## config.mk

```make
export PLATFORM = sky130hd
export DESIGN_NAME = timer_bank_flat
export DESIGN_NICKNAME = d
export VERILOG_FILES = /design/src/rtl/timer_pkg.sv /design/src/rtl/timer_bank_if.sv /design/src/rtl/timer_channel.sv /design/src/rtl/timer_bank.sv /design/src/flat_wrapper.sv
export SDC_FILE = /design/constraint.sdc
export NUM_CORES = 1
export LEC_CHECK = 0
export CELL_PAD_IN_SITES_DETAIL_PLACEMENT = 1
export CELL_PAD_IN_SITES_GLOBAL_PLACEMENT = 2
export CORE_MARGIN = 2
export CORE_UTILIZATION = 43
export DETAILED_ROUTE_END_ITERATION = 10
export PLACE_DENSITY = 0.95
export RECOVER_POWER = 50
export SLEW_MARGIN = 0
export SYNTH_ARGS = -nofsm -noshare
export SYNTH_HDL_FRONTEND = slang
export SYNTH_SLANG_ARGS = --single-unit
```

## constraint.sdc

```tcl
create_clock -name clk -period 10.59 [get_ports clk]
set_input_delay 3.177 -clock clk [delete_from_list [all_inputs] [get_ports clk]]
set_output_delay 3.177 -clock clk [all_outputs]
set_load 0.05 [all_outputs]
```

## src/rtl/timer_pkg.sv

```systemverilog
// Shared constants and channel state layout for the interrupt timer bank.
// Latency: n/a (declarations only).
// Backpressure: n/a (declarations only).
package timer_pkg;

    localparam logic TMR_MODE_ONESHOT  = 1'b0;
    localparam logic TMR_MODE_PERIODIC = 1'b1;

    localparam int          TMR_WIDTH      = 32;
    localparam logic [31:0] TMR_RESET_LOAD = 32'hefffffff;

    // Layout of one channel at the default width.
    typedef struct packed {
        logic [TMR_WIDTH-1:0] count;
        logic [TMR_WIDTH-1:0] reload;
        logic                 running;
        logic                 mode;
        logic                 pending;
    } tmr_chan_t;

endpackage

```

## src/rtl/timer_bank_if.sv

```systemverilog
// Control/status bundle between the fetch-stage interrupt logic and the timer bank.
// Latency: n/a (wires only).
// Backpressure: none; commands are single-cycle pulses, always accepted.
interface timer_bank_if #(
    parameter int NCH   = 4,
    parameter int WIDTH = 32
);
    localparam int CHW = $clog2(NCH);

    logic             load_en;
    logic             dis_en;
    logic [CHW-1:0]   sel;
    logic [WIDTH-1:0] load_val;
    logic             periodic;
    logic             ack;
    logic [CHW-1:0]   ack_ch;
    logic [NCH-1:0]   mask;
    logic [NCH-1:0]   pending;
    logic             irq;
    logic [CHW-1:0]   irq_ch;
    logic [WIDTH-1:0] count_val;

    modport master (
        output load_en, dis_en, sel, load_val, periodic, ack, ack_ch, mask,
        input  pending, irq, irq_ch, count_val
    );

    modport slave (
        input  load_en, dis_en, sel, load_val, periodic, ack, ack_ch, mask,
        output pending, irq, irq_ch, count_val
    );

endinterface

```

## src/rtl/timer_channel.sv

```systemverilog
// One down-counting timer channel: count/reload registers, mode and sticky pending flag.
// Latency: pending sets on the edge after the count reaches zero.
// Backpressure: none; ld/dis/clr are accepted every cycle.
module timer_channel
    import timer_pkg::*;
#(
    parameter int               WIDTH   = 32,
    parameter logic [WIDTH-1:0] RST_VAL = '0
) (
    input  logic             clk,
    input  logic             reset_n,
    input  logic             ld,
    input  logic             dis,
    input  logic             clr,
    input  logic [WIDTH-1:0] load_val,
    input  logic             periodic,
    output logic             pending,
    output logic [WIDTH-1:0] count
);

    logic [WIDTH-1:0] count_q;
    logic [WIDTH-1:0] reload_q;
    logic             running_q;
    logic             mode_q;
    logic             pending_q;

    // Precedence: disarm > load > expiry > decrement; an expiry beats a same-cycle ack.
    always_ff @(posedge clk or negedge reset_n) begin
        if (!reset_n) begin
            count_q   <= RST_VAL;
            reload_q  <= RST_VAL;
            running_q <= 1'b0;
            mode_q    <= TMR_MODE_ONESHOT;
            pending_q <= 1'b0;
        end else if (dis) begin
            running_q <= 1'b0;
            pending_q <= 1'b0;
        end else if (ld) begin
            count_q   <= load_val;
            reload_q  <= load_val;
            mode_q    <= periodic;
            running_q <= (load_val != '0);
            if (clr) pending_q <= 1'b0;
        end else if (running_q && count_q == '0) begin
            pending_q <= 1'b1;
            if (mode_q == TMR_MODE_PERIODIC) count_q   <= reload_q;
            else                             running_q <= 1'b0;
        end else begin
            if (running_q) count_q <= count_q - 1'b1;
            if (clr)       pending_q <= 1'b0;
        end
    end

    assign pending = pending_q;
    assign count   = count_q;

endmodule

```

## src/rtl/timer_bank.sv

```systemverilog
// Bank of NCH interrupt timers with mask, fixed-priority irq encode and count readback.
// Latency: commands take effect on the next edge; irq/irq_ch/count_val are combinational.
// Backpressure: none; every command is accepted in the cycle it is presented.
module timer_bank
    import timer_pkg::*;
#(
    parameter int          NCH        = 4,
    parameter int          WIDTH      = 32,
    parameter logic [31:0] RESET_LOAD = TMR_RESET_LOAD
) (
    input  logic         clk,
    input  logic         reset_n,
    timer_bank_if.slave  bus
);

    localparam int CHW = $clog2(NCH);

    logic [NCH-1:0]   ld;
    logic [NCH-1:0]   dis;
    logic [NCH-1:0]   clr;
    logic [NCH-1:0]   pend;
    logic [WIDTH-1:0] cnt [NCH];
    logic [CHW-1:0]   irq_ch;
    logic [WIDTH-1:0] count_val;

    // Out-of-range sel/ack_ch values match no channel, so those commands drop out here.
    for (genvar g = 0; g < NCH; g++) begin : g_ch
        assign ld[g]  = bus.load_en && (bus.sel    == CHW'(g));
        assign dis[g] = bus.dis_en  && (bus.sel    == CHW'(g));
        assign clr[g] = bus.ack     && (bus.ack_ch == CHW'(g));

        timer_channel #(
            .WIDTH   (WIDTH),
            .RST_VAL (WIDTH'(RESET_LOAD))
        ) u_chan (
            .clk      (clk),
            .reset_n  (reset_n),
            .ld       (ld[g]),
            .dis      (dis[g]),
            .clr      (clr[g]),
            .load_val (bus.load_val),
            .periodic (bus.periodic),
            .pending  (pend[g]),
            .count    (cnt[g])
        );
    end

    always_comb begin
        irq_ch    = '0;
        count_val = '0;
        for (int i = NCH - 1; i >= 0; i--) begin
            if (pend[i] && bus.mask[i]) irq_ch = CHW'(i);
        end
        for (int i = 0; i < NCH; i++) begin
            if (bus.sel == CHW'(i)) count_val = cnt[i];
        end
    end

    assign bus.pending   = pend;
    assign bus.irq       = |(pend & bus.mask);
    assign bus.irq_ch    = irq_ch;
    assign bus.count_val = count_val;

endmodule
```

## src/flat_wrapper.sv

```systemverilog
// flat-port wrapper written by rule: the top's interface ports become plain ports
module timer_bank_flat import timer_pkg::*;
#(
    parameter int          NCH        = 4,
    parameter int          WIDTH      = 32,
    parameter logic [31:0] RESET_LOAD = TMR_RESET_LOAD
)
  (clk, reset_n, bus_load_en, bus_dis_en, bus_sel, bus_load_val, bus_periodic, bus_ack, bus_ack_ch, bus_mask, bus_pending, bus_irq, bus_irq_ch, bus_count_val);
  timer_bank_if #(.NCH(NCH), .WIDTH(WIDTH)) bus_i ();
  input  logic clk;
  input  logic reset_n;
  input wire logic [$bits(bus_i.load_en)-1:0] bus_load_en;
  input wire logic [$bits(bus_i.dis_en)-1:0] bus_dis_en;
  input wire logic [$bits(bus_i.sel)-1:0] bus_sel;
  input wire logic [$bits(bus_i.load_val)-1:0] bus_load_val;
  input wire logic [$bits(bus_i.periodic)-1:0] bus_periodic;
  input wire logic [$bits(bus_i.ack)-1:0] bus_ack;
  input wire logic [$bits(bus_i.ack_ch)-1:0] bus_ack_ch;
  input wire logic [$bits(bus_i.mask)-1:0] bus_mask;
  output wire logic [$bits(bus_i.pending)-1:0] bus_pending;
  output wire logic [$bits(bus_i.irq)-1:0] bus_irq;
  output wire logic [$bits(bus_i.irq_ch)-1:0] bus_irq_ch;
  output wire logic [$bits(bus_i.count_val)-1:0] bus_count_val;
  assign bus_i.load_en = bus_load_en;
  assign bus_i.dis_en = bus_dis_en;
  assign bus_i.sel = bus_sel;
  assign bus_i.load_val = bus_load_val;
  assign bus_i.periodic = bus_periodic;
  assign bus_i.ack = bus_ack;
  assign bus_i.ack_ch = bus_ack_ch;
  assign bus_i.mask = bus_mask;
  assign bus_pending = bus_i.pending;
  assign bus_irq = bus_i.irq;
  assign bus_irq_ch = bus_i.irq_ch;
  assign bus_count_val = bus_i.count_val;
  timer_bank #(.NCH(NCH), .WIDTH(WIDTH), .RESET_LOAD(RESET_LOAD)) u_core (.clk(clk), .reset_n(reset_n), .bus(bus_i));
endmodule
```

# Word-level counts from Yosys, hierarchy flattened
# Cells that the tools add are included.
# totals
input_bits	46
ff_bits	268
# classes
bitwise	5
muxes	56
n_eq_ne	14
n_reduce_logical	48
add_sub_neg	4
# op_table
operator	n
$mux W32	20
$logic_not A32 Y1	4
$sub A32 B1 Y32 const B	4
$mux W1	32
$reduce_bool A32 Y1	1
$ne A3 B3 Y1 const B	8
$reduce_bool A3 Y1	8
$logic_and A1 B1 Y1	20
$reduce_and A2 Y1	8
$reduce_and A3 Y1	4
$eq A2 B2 Y1 const B	4
$mux W2	4
$and A4 B4 Y4	1
$eq A2 B1 Y1 const B	2
$logic_not A2 Y1	2
$not A1 Y1	4
$reduce_or A4 Y1	1

# Longest topological paths before layout
# logic_depth
ltp_word	6
depth_mapped	11
ltp_nobuf	8

# Hierarchy
# A second synthesis with hierarchy kept.
# hier_totals
hier_cells	1736
hier_area_um2	16191.8
# by_module_without_submodules
mod	instances	cells_each	area_each_um2
timer_channel (u_core.g_ch[1].u_chan ...)	2	448	3828.7
timer_channel (u_core.g_ch[3].u_chan)	1	387	3826.2
timer_channel (u_core.g_ch[0].u_chan)	1	391	3791.1
timer_bank	1	62	917.1

# Worst setup path before layout
# No wires, ideal clock.
# synth_path
path_kind	in2out
start	input bus_sel[0]
end	output bus_count_val[10]
arrival_time_ps	4971
required_ps	7413
path_slack_ps	2442
cell_stages	4
cell_sequence	clkbuf_1 > clkbuf_1 > buf_1 > mux4_2
# synth_between
elab_chain_cells	5
elab_cells_between_ends	8
cone_classes	eq/ne: 3; mux: 4; reduce/logical: 1
# synth_lines
element	line_no	source
from (decl)	flat_wrapper.sv:14	input wire logic [$bits(bus_i.sel)-1:0] bus_sel;
$logic_not A2 Y1	timer_bank.sv:55	if (bus.sel == CHW'(i)) count_val = cnt[i];
$mux W32 (3 in series)	timer_bank.sv:55	
$mux W32 (*)	timer_bank.sv:55	
to (decl)	flat_wrapper.sv:23	output wire logic [$bits(bus_i.count_val)-1:0] bus_count_val;
# Mark *: on every way between the ends. The rest lies on a longest branch, timed or not.

# Final worst setup path
# layout_path
start	input bus_sel[1]
end	output bus_count_val[29]
# The elaborated chain is that of the path after synthesis.

==> impl_metrics.env <==
export IMPL_status="finished, violations left"
export IMPL_failed_checks="capacitance limit, slew limit"
export IMPL_vias=14716
export IMPL_startpoint_type="input port"
export IMPL_arrival_ns=5.90
export IMPL_viasPerCell=6.890
export IMPL_drtIter0Drc=1361
export IMPL_cap_violations=6
export IMPL_area_delta_synth_final_pct=12.60
export IMPL_post_dp_hpwl_um=47820
export IMPL_finalCritPeriodShare_pct=85.70
export IMPL_cts_resized=0
export IMPL_initial_utilization_pct=43.74
export IMPL_cts_made_buffers=31
export IMPL_yosysSeqAreaShare_pct=43.82
export IMPL_core_mm2=0.03661
export IMPL_gp_congestion=0.9963
export IMPL_cts_tree="yes"
export IMPL_cp_data_required_time_ns=7.41
export IMPL_fp_dieH_um=197.0
export IMPL_ant_nets=0
export IMPL_grt_pass1_vias=14942
export IMPL_yosysMostFrequentCell="dfstp_2"
export IMPL_detail_route_first_pass_iterations=5
export IMPL_synth_edff_count=0
export IMPL_port_buffers=84
export IMPL_synth_cell_types=84
export IMPL_hold_viol=0
export IMPL_syn_area_mm2=0.01601
export IMPL_clock_sinks=268
export IMPL_nets=1694
export IMPL_clkLatencyLatePin_ns=0.58
export IMPL_reg2reg_slack_ns=6.36
export IMPL_cp_end_kind="output pin"
export IMPL_max_clock_path_buffers=3
export IMPL_grt_first_pass_wirelength_um=99470
export IMPL_ios=85
export IMPL_syn_area_per_cell_um2=9.745
export IMPL_postCtsSetupRepairBufs=0
export IMPL_p_leak_uw=0.006317
export IMPL_grt_max_degree=104
export IMPL_synth_commonest_cells="248 x dfstp_2, 138 x nor2_1, 135 x o21ai_0"
export IMPL_finalClockSkew_ns=0.01034
export IMPL_fmax_ghz=0.1102
export IMPL_cts_hold_buf=0
export IMPL_ys_warn_count=0
export IMPL_drive_gt1_share_pct=31.33
export IMPL_die_w_um=197.0
export IMPL_htree_levels=1
export IMPL_n_fill_cell=4059
export IMPL_fp_row_count=70
export IMPL_synth_nets=1693
export IMPL_grt_overflow=0
export IMPL_drc_errors=0
export IMPL_synth_top_area_share_pct=40.70
export IMPL_design_die_area_mm2=0.03880
export IMPL_drv_slew=320
export IMPL_min_period_ns=9.076
export IMPL_synthFlopType="dfstp_2"
export IMPL_clk_pin_slew_worst_paths_ns=0.06
export IMPL_ys_ff_latch=268
export IMPL_rsz0062_at_grt="false"
export IMPL_worst_pin_slew_ns=5.873
export IMPL_wirelength_um=66660
export IMPL_syn_inst=1643
export IMPL_grtUsageTotal_pct=34.54
export IMPL_yosys_area_top_type="dfstp_2"
export IMPL_worstPathMaxFanout=22
export IMPL_ir_worst_vdd_mv=0.1760
export IMPL_fin_hold_ws_ns=0.4993
export IMPL_async_flop_share_pct=100.0
export IMPL_tns_ns=0
export IMPL_cts_root_buf="clkbuf_16"
export IMPL_critPathKind="input port to output pin"
export IMPL_antenna_found_initial=10
export IMPL_finalSetupViolations=0
export IMPL_ys_top_cells_by_area="dfstp_2 41%, mux2_2 9.1%, mux4_2 4.5%, o21ai_0 4.2%, a21oi_1 3.5%"
export IMPL_hold_class="register to register"
export IMPL_relSlewSlack_pct=-291.6
export IMPL_power_density_mw_per_mm2=247.3
export IMPL_wire_per_inst_um=31.21
## final timing paths
check                                                  start                                  to  cells after the start
max                                               bus_sel[1]                   bus_count_val[29]                      4
min                        u_core.g_ch[2].u_chan.reload_q[1]   u_core.g_ch[2].u_chan.reload_q[1]                      2
max reg2reg                  u_core.g_ch[0].u_chan.count[26]     u_core.g_ch[0].u_chan.count[16]                      6
min reg2reg                u_core.g_ch[2].u_chan.reload_q[1]   u_core.g_ch[2].u_chan.reload_q[1]                      2
max in group asynchronous                            reset_n  u_core.g_ch[2].u_chan.reload_q[18]                      2
min in group asynchronous                            reset_n     u_core.g_ch[0].u_chan.count[28]                      1
## stage by stage
stage / area, um2 / instances / setup WS (ns) / power [uW] / utilization, %
finish: 18030 / 2136 / 1.514 / 4459 / 49.25
global route: 18020 / 2134 / 1.164 / 4612 / 49.23
CTS: 18050 / 2134 / 2.157 / 4424 / 49.32
detailed placement: 17080 / 2079 / 2.165 / 3351 / 46.65
global placement: 17080 / 2079 / 2.224 / 3290 / 46.65
floorplan: 16010 / 1643 / 2.442 / 2688 / -
## registers in the layout (all words and copies together), names as in the netlist
signal and cells:
u_core.g_ch.u_chan.mode_q 4, u_core.g_ch.u_chan.pending 4, u_core.g_ch.u_chan.reload_q 128, u_core.g_ch.u_chan.running_q 4, u_core.g_ch.u_chan.count 128
## worst max-delay path, cell delays in order
cell             delay, ns
clkbuf_1              1.04
buf_4                 0.52
mux4_2                0.41
clkdlybuf4s50_1       0.72
## per-layer routing
| metal | wire [um] | vias up | GRT usage, % |
|---|---|---|---|
| met2 | 29410 | 753 | 52.40 |
| met1 | 26060 | 7590 | 44.67 |
| met3 | 5980 | 226 | 7.495 |
| li1 | - | 6145 | - |
| met5 | 13 | - | 0 |
| met4 | 5185 | 2 | 22.53 |
## cell families (layout without fill, tap and decap cells)
kind of cell	count (synthesis)	in the layout	synth area share (%)
fa+ha+maj	4	4	0.3126
compound gates	498	498	20.22
xor+xnor	20	20	1.094
simple gates	516	516	15.96
other cells	0	2	0
flops	268	268	43.82
buf+inv	171	194	4.696
mux	166	166	13.89
## where the power goes
group	switching [uW]	internal, uW
logic	700	532
registers	620	1540
clock network	448	615
## placed cells by master, fill, tap and decap left out, types with 29 or more instances in the layout
cell type / n
a31oi_1: 35
nor4_1: 34
nand2_1: 131
o211ai_1: 29
mux4_2: 32
mux2_2: 129
dfstp_2: 248
nor2_1: 134
nand3_1: 37
a21oi_1: 112
clkdlybuf4s50_1: 81
nor3_1: 60
clkbuf_16: 31
o21ai_0: 135
## cell type report
| cell class | instances | area (um2) | share of cell area, % |
|---|---|---|---|
| Tap cell | 468 | 585.6 | 3.248 |
| Sequential cell | 268 | 7017 | 38.92 |
| Multi-Input combinational cell | 1204 | 8312 | 46.10 |
| Inverter | 28 | 105.1 | 0.5829 |
| Antenna cell | 2 | 5.005 | 0.02776 |
| Timing Repair Buffer | 111 | 1028 | 5.704 |
| Clock buffer | 50 | 927.1 | 5.142 |
| Clock inverter | 5 | 50.05 | 0.2776 |
(Power assumes the default switching activity.)
